[src/rtl/lsu_pkg.sv]
// Shared encodings, FSM states and defaults for the load/store unit.
package lsu_pkg;

  localparam int DEF_MEM_AW       = 10;
  localparam int DEF_READ_LATENCY = 1;

  localparam logic [1:0] SZ_BYTE = 2'b00;
  localparam logic [1:0] SZ_HALF = 2'b01;
  localparam logic [1:0] SZ_WORD = 2'b10;
  localparam logic [1:0] SZ_ILL  = 2'b11;

  typedef enum logic [2:0] {
    ST_IDLE,
    ST_RD,
    ST_RD_WAIT,
    ST_WR,
    ST_RMW_RD,
    ST_RMW_WAIT,
    ST_RMW_WR,
    ST_RESP
  } lsu_state_e;

  // Illegal size, misalignment, or any address bit above the memory's reach.
  function automatic logic is_fault(input logic [1:0] size, input logic [31:0] addr,
                                    input int unsigned aw);
    logic [31:0] upper;
    upper = addr >> (aw + 2);
    return (size == SZ_ILL) ||
           ((size == SZ_HALF) && addr[0]) ||
           ((size == SZ_WORD) && (addr[1:0] != 2'b00)) ||
           (upper != 32'd0);
  endfunction

endpackage

[src/rtl/lsu_align.sv]
// Lane extraction with sign/zero extension for loads, lane merge for sub-word stores.
module lsu_align
  import lsu_pkg::*;
(
  input  logic [31:0] rdata_word,
  input  logic [1:0]  lane,
  input  logic [1:0]  size,
  input  logic        is_unsigned,
  input  logic [31:0] wdata,
  output logic [31:0] load_data,
  output logic [31:0] merged_word
);

  logic [7:0]  byte_sel;
  logic [15:0] half_sel;

  always_comb begin
    byte_sel    = rdata_word[{lane, 3'b000} +: 8];
    half_sel    = lane[1] ? rdata_word[31:16] : rdata_word[15:0];
    load_data   = rdata_word;
    merged_word = wdata;
    case (size)
      SZ_BYTE: begin
        load_data   = {{24{byte_sel[7] & ~is_unsigned}}, byte_sel};
        merged_word = rdata_word;
        merged_word[{lane, 3'b000} +: 8] = wdata[7:0];
      end
      SZ_HALF: begin
        load_data   = {{16{half_sel[15] & ~is_unsigned}}, half_sel};
        merged_word = rdata_word;
        if (lane[1]) merged_word[31:16] = wdata[15:0];
        else         merged_word[15:0]  = wdata[15:0];
      end
      default: ;
    endcase
  end

endmodule

[src/rtl/load_store_unit.sv]
// Single-outstanding load/store initiator for a single-port BRAM; sub-word
// stores are performed as read-modify-write of the full word.
module load_store_unit
  import lsu_pkg::*;
#(
  parameter int MEM_AW       = DEF_MEM_AW,
  parameter int READ_LATENCY = DEF_READ_LATENCY
) (
  input  logic              clk,
  input  logic              rst_n,
  input  logic              req_valid,
  output logic              req_ready,
  input  logic              req_write,
  input  logic [1:0]        req_size,
  input  logic              req_unsigned,
  input  logic [31:0]       req_addr,
  input  logic [31:0]       req_wdata,
  output logic              resp_valid,
  input  logic              resp_ready,
  output logic [31:0]       resp_rdata,
  output logic              resp_err,
  output logic              mem_read,
  output logic              mem_write,
  output logic [MEM_AW-1:0] mem_addr,
  output logic [31:0]       mem_wdata,
  input  logic [31:0]       mem_rdata
);

  localparam int CW = 2;

  lsu_state_e        state_q, state_d;
  logic [CW-1:0]     cnt_q, cnt_d;
  logic [1:0]        size_q, size_d;
  logic [1:0]        lane_q, lane_d;
  logic              uns_q, uns_d;
  logic [31:0]       wdata_q, wdata_d;
  logic              mem_read_q, mem_read_d;
  logic              mem_write_q, mem_write_d;
  logic [MEM_AW-1:0] mem_addr_q, mem_addr_d;
  logic [31:0]       mem_wdata_q, mem_wdata_d;
  logic              resp_valid_q, resp_valid_d;
  logic              resp_err_q, resp_err_d;
  logic [31:0]       resp_rdata_q, resp_rdata_d;
  logic [31:0]       load_data, merged_word;
  logic              accept, wait_done;

  lsu_align u_align (
    .rdata_word  (mem_rdata),
    .lane        (lane_q),
    .size        (size_q),
    .is_unsigned (uns_q),
    .wdata       (wdata_q),
    .load_data   (load_data),
    .merged_word (merged_word)
  );

  assign req_ready = (state_q == ST_IDLE) && rst_n;
  assign accept    = req_valid && req_ready;
  assign wait_done = (cnt_q == CW'(READ_LATENCY - 1));

  always_comb begin
    state_d      = state_q;
    cnt_d        = cnt_q;
    size_d       = size_q;
    lane_d       = lane_q;
    uns_d        = uns_q;
    wdata_d      = wdata_q;
    mem_read_d   = 1'b0;
    mem_write_d  = 1'b0;
    mem_addr_d   = mem_addr_q;
    mem_wdata_d  = mem_wdata_q;
    resp_valid_d = resp_valid_q;
    resp_err_d   = resp_err_q;
    resp_rdata_d = resp_rdata_q;
    case (state_q)
      ST_IDLE: if (accept) begin
        size_d  = req_size;
        lane_d  = req_addr[1:0];
        uns_d   = req_unsigned;
        wdata_d = req_wdata;
        if (is_fault(req_size, req_addr, MEM_AW)) begin
          state_d      = ST_RESP;
          resp_valid_d = 1'b1;
          resp_err_d   = 1'b1;
          resp_rdata_d = '0;
        end else begin
          mem_addr_d = req_addr[MEM_AW+1:2];
          mem_read_d = 1'b1;
          if (!req_write) begin
            state_d = ST_RD;
          end else if (req_size == SZ_WORD) begin
            state_d     = ST_WR;
            mem_write_d = 1'b1;
            mem_wdata_d = req_wdata;
          end else begin
            state_d = ST_RMW_RD;
          end
        end
      end
      ST_RD: begin
        state_d = ST_RD_WAIT;
        cnt_d   = '0;
      end
      ST_RD_WAIT: if (wait_done) begin
        state_d      = ST_RESP;
        resp_valid_d = 1'b1;
        resp_err_d   = 1'b0;
        resp_rdata_d = load_data;
      end else begin
        cnt_d = cnt_q + 1'b1;
      end
      ST_WR, ST_RMW_WR: begin
        state_d      = ST_RESP;
        resp_valid_d = 1'b1;
        resp_err_d   = 1'b0;
        resp_rdata_d = '0;
      end
      ST_RMW_RD: begin
        state_d = ST_RMW_WAIT;
        cnt_d   = '0;
      end
      // Merge straight from the returning read data into the write word.
      ST_RMW_WAIT: if (wait_done) begin
        state_d     = ST_RMW_WR;
        mem_read_d  = 1'b1;
        mem_write_d = 1'b1;
        mem_wdata_d = merged_word;
      end else begin
        cnt_d = cnt_q + 1'b1;
      end
      ST_RESP: if (resp_ready) begin
        state_d      = ST_IDLE;
        resp_valid_d = 1'b0;
        resp_err_d   = 1'b0;
        resp_rdata_d = '0;
      end
      default: state_d = ST_IDLE;
    endcase
  end

  always_ff @(posedge clk or negedge rst_n) begin
    if (!rst_n) begin
      state_q      <= ST_IDLE;
      cnt_q        <= '0;
      size_q       <= SZ_BYTE;
      lane_q       <= '0;
      uns_q        <= 1'b0;
      wdata_q      <= '0;
      mem_read_q   <= 1'b0;
      mem_write_q  <= 1'b0;
      mem_addr_q   <= '0;
      mem_wdata_q  <= '0;
      resp_valid_q <= 1'b0;
      resp_err_q   <= 1'b0;
      resp_rdata_q <= '0;
    end else begin
      state_q      <= state_d;
      cnt_q        <= cnt_d;
      size_q       <= size_d;
      lane_q       <= lane_d;
      uns_q        <= uns_d;
      wdata_q      <= wdata_d;
      mem_read_q   <= mem_read_d;
      mem_write_q  <= mem_write_d;
      mem_addr_q   <= mem_addr_d;
      mem_wdata_q  <= mem_wdata_d;
      resp_valid_q <= resp_valid_d;
      resp_err_q   <= resp_err_d;
      resp_rdata_q <= resp_rdata_d;
    end
  end

  assign mem_read   = mem_read_q;
  assign mem_write  = mem_write_q;
  assign mem_addr   = mem_addr_q;
  assign mem_wdata  = mem_wdata_q;
  assign resp_valid = resp_valid_q;
  assign resp_err   = resp_err_q;
  assign resp_rdata = resp_rdata_q;

endmodule

[config.mk]
export PLATFORM = sky130hd
export DESIGN_NAME = load_store_unit
export DESIGN_NICKNAME = d
export VERILOG_FILES = /design/src/rtl/lsu_pkg.sv /design/src/rtl/lsu_align.sv /design/src/rtl/load_store_unit.sv
export SDC_FILE = /design/constraint.sdc
export NUM_CORES = 1
export LEC_CHECK = 0
export CELL_PAD_IN_SITES_DETAIL_PLACEMENT = 1
export CELL_PAD_IN_SITES_GLOBAL_PLACEMENT = 2
export CORE_ASPECT_RATIO = 0.75
export CORE_MARGIN = 3
export CORE_UTILIZATION = 30
export DETAILED_ROUTE_END_ITERATION = 16
export PLACE_DENSITY_LB_ADDON = 0.1
export SYNTH_ARGS = -nofsm -noshare
export SYNTH_HDL_FRONTEND = slang
export SYNTH_SLANG_ARGS = --single-unit
[constraint.sdc]
create_clock -name clk -period 2.8 [get_ports clk]
set_input_delay 0.42 -clock clk [delete_from_list [all_inputs] [get_ports clk]]
set_output_delay 0.42 -clock clk [all_outputs]
set_load 0.005 [all_outputs]
==> qor.yml <==
critical_path:
  critPathCaptureType: "register"
  critPathRequiredTime_ps: 3150
  critPathArrivalTime_ps: 2870
  crit_fanout: 17
  critPathKind: "reg2reg"
  reg2reg_slack_ps: 280
  cp-start-kind: "register"
sta:
  hold_viol_final: 0
  finalMaxSlewViolations: 0
  timing.fmax_mhz: 397
  whs_ps: 365
  tightestPinTransition_ps: 887
  maxSlewHeadroom_pct: 40.9
  grt_setup_unrepaired: "false"
  fin_crit_sh_pct: 89.9
  fin_skew_ps: 8.77
  finalCriticalPeriod_ps: 2520
  setup_viol: 0
  timing.final.ws_setup_ps: 282
clock_network:
  cts_made_buffers: 17
  insertion_delay_ps: 430
  root_buffer: "clkbuf_16"
  ctsHoldBuffers: 1
  htreeDepth: 4
  post-cts-setup-buffer-count: 0
  clock_path_buffers: 2
  cts_tree: "done"
  cts_sinks: 120
  cts_resized: 0
  cts.clk_slew.worst_paths_ps: 60
pwr:
  cellPowerDensity_mw_per_mm2: 1030
  clkPwrFrac_pct: 22.2
  p_int_mw: 6.29
  total_power_mw: 10.4
  cellLeakagePower_nw: 4.41
  swShare_pct: 39.7
  switchingPower_mw: 4.15
  peakVddDrop_mv: 0.462
  pwr-share-comb_pct: 47.8
  p_seq_share_pct: 30.0
logic_synthesis:
  synth_edf_count: 0
  synthAdderAreaFrac_pct: 1.03
  synthSimpleGateAreaFrac_pct: 15.4
  yosysWarnings: 0
  synth_flop_cell: "dfrtp_1"
  yosysSeqAreaShare_pct: 41.4
  syn_nets: 880
  synth_xor_area_share_pct: 0.121
  synth_top_family_by_area: "compound AO/OA/AOI/OAI gates"
  synthMuxAreaShare_pct: 17.3
  synthCells: 770
  yosysUniqueCellTypes: 58
  ys_seq_elements: 120
  synth_compound_area_share_pct: 18.9
  avgSynthCellArea_um2: 9.42
  synthesis.area_mm2: 0.00726
  synthArstFlopShare_pct: 100
placed_design:
  numPortBuffers: 182
  place.gp.congestion: 0.863
  pre_cts_slack_ps: -30.5
  place_area_mm2: 0.00952
  dp_hpwl_um: 21800
finish:
  mostFrequentLayoutCell: "clkdlybuf4s50_1"
  fill_cells: 2653
  diodes: 0
  area_growth_pct: 39.7
  layout_common_cells: "181 x clkdlybuf4s50_1, 120 x dfrtp_1, 93 x nand2_1"
  nets: 1068
  postLayoutCoreUtil_pct: 43.4
  drive_above_1_share_pct: 12.3
  fin_area_mm2: 0.0101
drt:
  wl_um: 29300
  first_pass_iters: 5
  post_drt_wl_per_cell_um: 23.0
  vias: 6972
  postRouteAntennaNets: 0
  vias_per_cell: 5.49
  drc_errors: 0
  drt-initial-drc-count: 579
flow_run:
  maxCapViolations: 0
floorplanning:
  die_w_um: 186
  start_util_pct: 31.1
  pin_count: 183
  dieArea_mm2: 0.0261
  die_h_um: 141
  row_count: 48
  core_area_mm2: 0.0234
grt:
  antenna_found_initial: 1
  grt_pass1_wl_um: 45200
  track_usage_pct: 22.8
  grt_start_max_net_pins: 60
  grt-ovfl-total: 0
  grt_pass1_vias: 7490
run_status:
  outcome: "finished, final reports clean"
worst_hold_path:
  min_path_type: "in2async"
[Yosys cell counts (16+ instances only)]
cell      count  area [um2]
nor2b_1      16         100
o21ai_0      39         195
dfrtp_1     120        3000
a31oi_1      16         100
mux2_2       29         327
mux2_1       46         518
inv_1        40         150
a21oi_1      50         250
nor2_1       56         210
clkbuf_1     37         139
a221oi_1     24         210
mux2i_1      31         310
nand2_1      93         349
[flip-flops by register name, summed over array words and instances, names as in the netlist, 2 cells and up]
register	flops
mem_addr	10
mem_wdata	32
resp_rdata	32
size_q	2
cnt_q	2
wdata_q	32
state_q	3
lane_q	2
[layout make-up]
type / count / area, um2 / share of cell area (%)
clock buffer: 24 / 492 / 4.85
clock inverter: 8 / 118 / 1.16
inverter: 40 / 150 / 1.48
multi-input combinational: 551 / 3830 / 37.8
sequential: 120 / 3000 / 29.6
tap: 300 / 375 / 3.70
timing repair buffer: 228 / 2170 / 21.4
[power groups by stage]
stage | logic, mW | clock network (mW) | registers, mW
final | 4.99 | 2.32 | 3.13
after global routing | 5.46 | 2.46 | 3.22
after CTS | 5.02 | 2.38 | 3.13
after detailed placement | 4.99 | 0 | 3.14
after global placement | 4.83 | 0 | 3.10
after floorplan | 2.89 | 0 | 2.89
[worst paths after layout]
kind | to | startpoint | depth (start not counted)
worst max-delay path | resp_rdata[30] | state_q[0] | 6
worst min-delay path | resp_valid | rst_n | 2
worst max register to register | resp_rdata[30] | state_q[0] | 6
worst min register to register | mem_wdata[4] | mem_wdata[4] | 1
max in group asynchronous | wdata_q[7] | rst_n | 3
min in group clk | mem_wdata[4] | mem_wdata[4] | 1
[worst max-delay path: stages (launching register included)]
cell	delay [ps]
dfrtp_1	710
a2111oi_2	140
a41oi_1	250
nand3_1	180
o21ai_4	510
buf_4	400
mux2i_1	240
[metrics by stage]
stage / cells / TNS, ps
2_1_floorplan: 770 / 0
3_3_place_gp: 1238 / 0
3_5_place_dp: 1238 / -30.5
4_1_cts: 1271 / 0
5_1_grt: 1271 / 0
6_report: 1271 / 0
[cells by family (layout without fill, tap and decap cells)]
group | count (synthesis) | count (layout)
fa+ha+maj | 6 | 6
flops | 120 | 120
simple gates | 233 | 233
buf+inv | 99 | 300
xor+xnor | 1 | 1
mux | 110 | 110
compound gates | 201 | 201
[per-layer routing]
layer	global-route usage (%)	up-vias	share of wire, %
met3	4.38	32	5.3
met2	36.9	250	47
met1	31.3	3541	46
met5	0	-	0
met4	6.19	0	1.6
li1	-	3149	-
(Power assumes the default switching activity.)
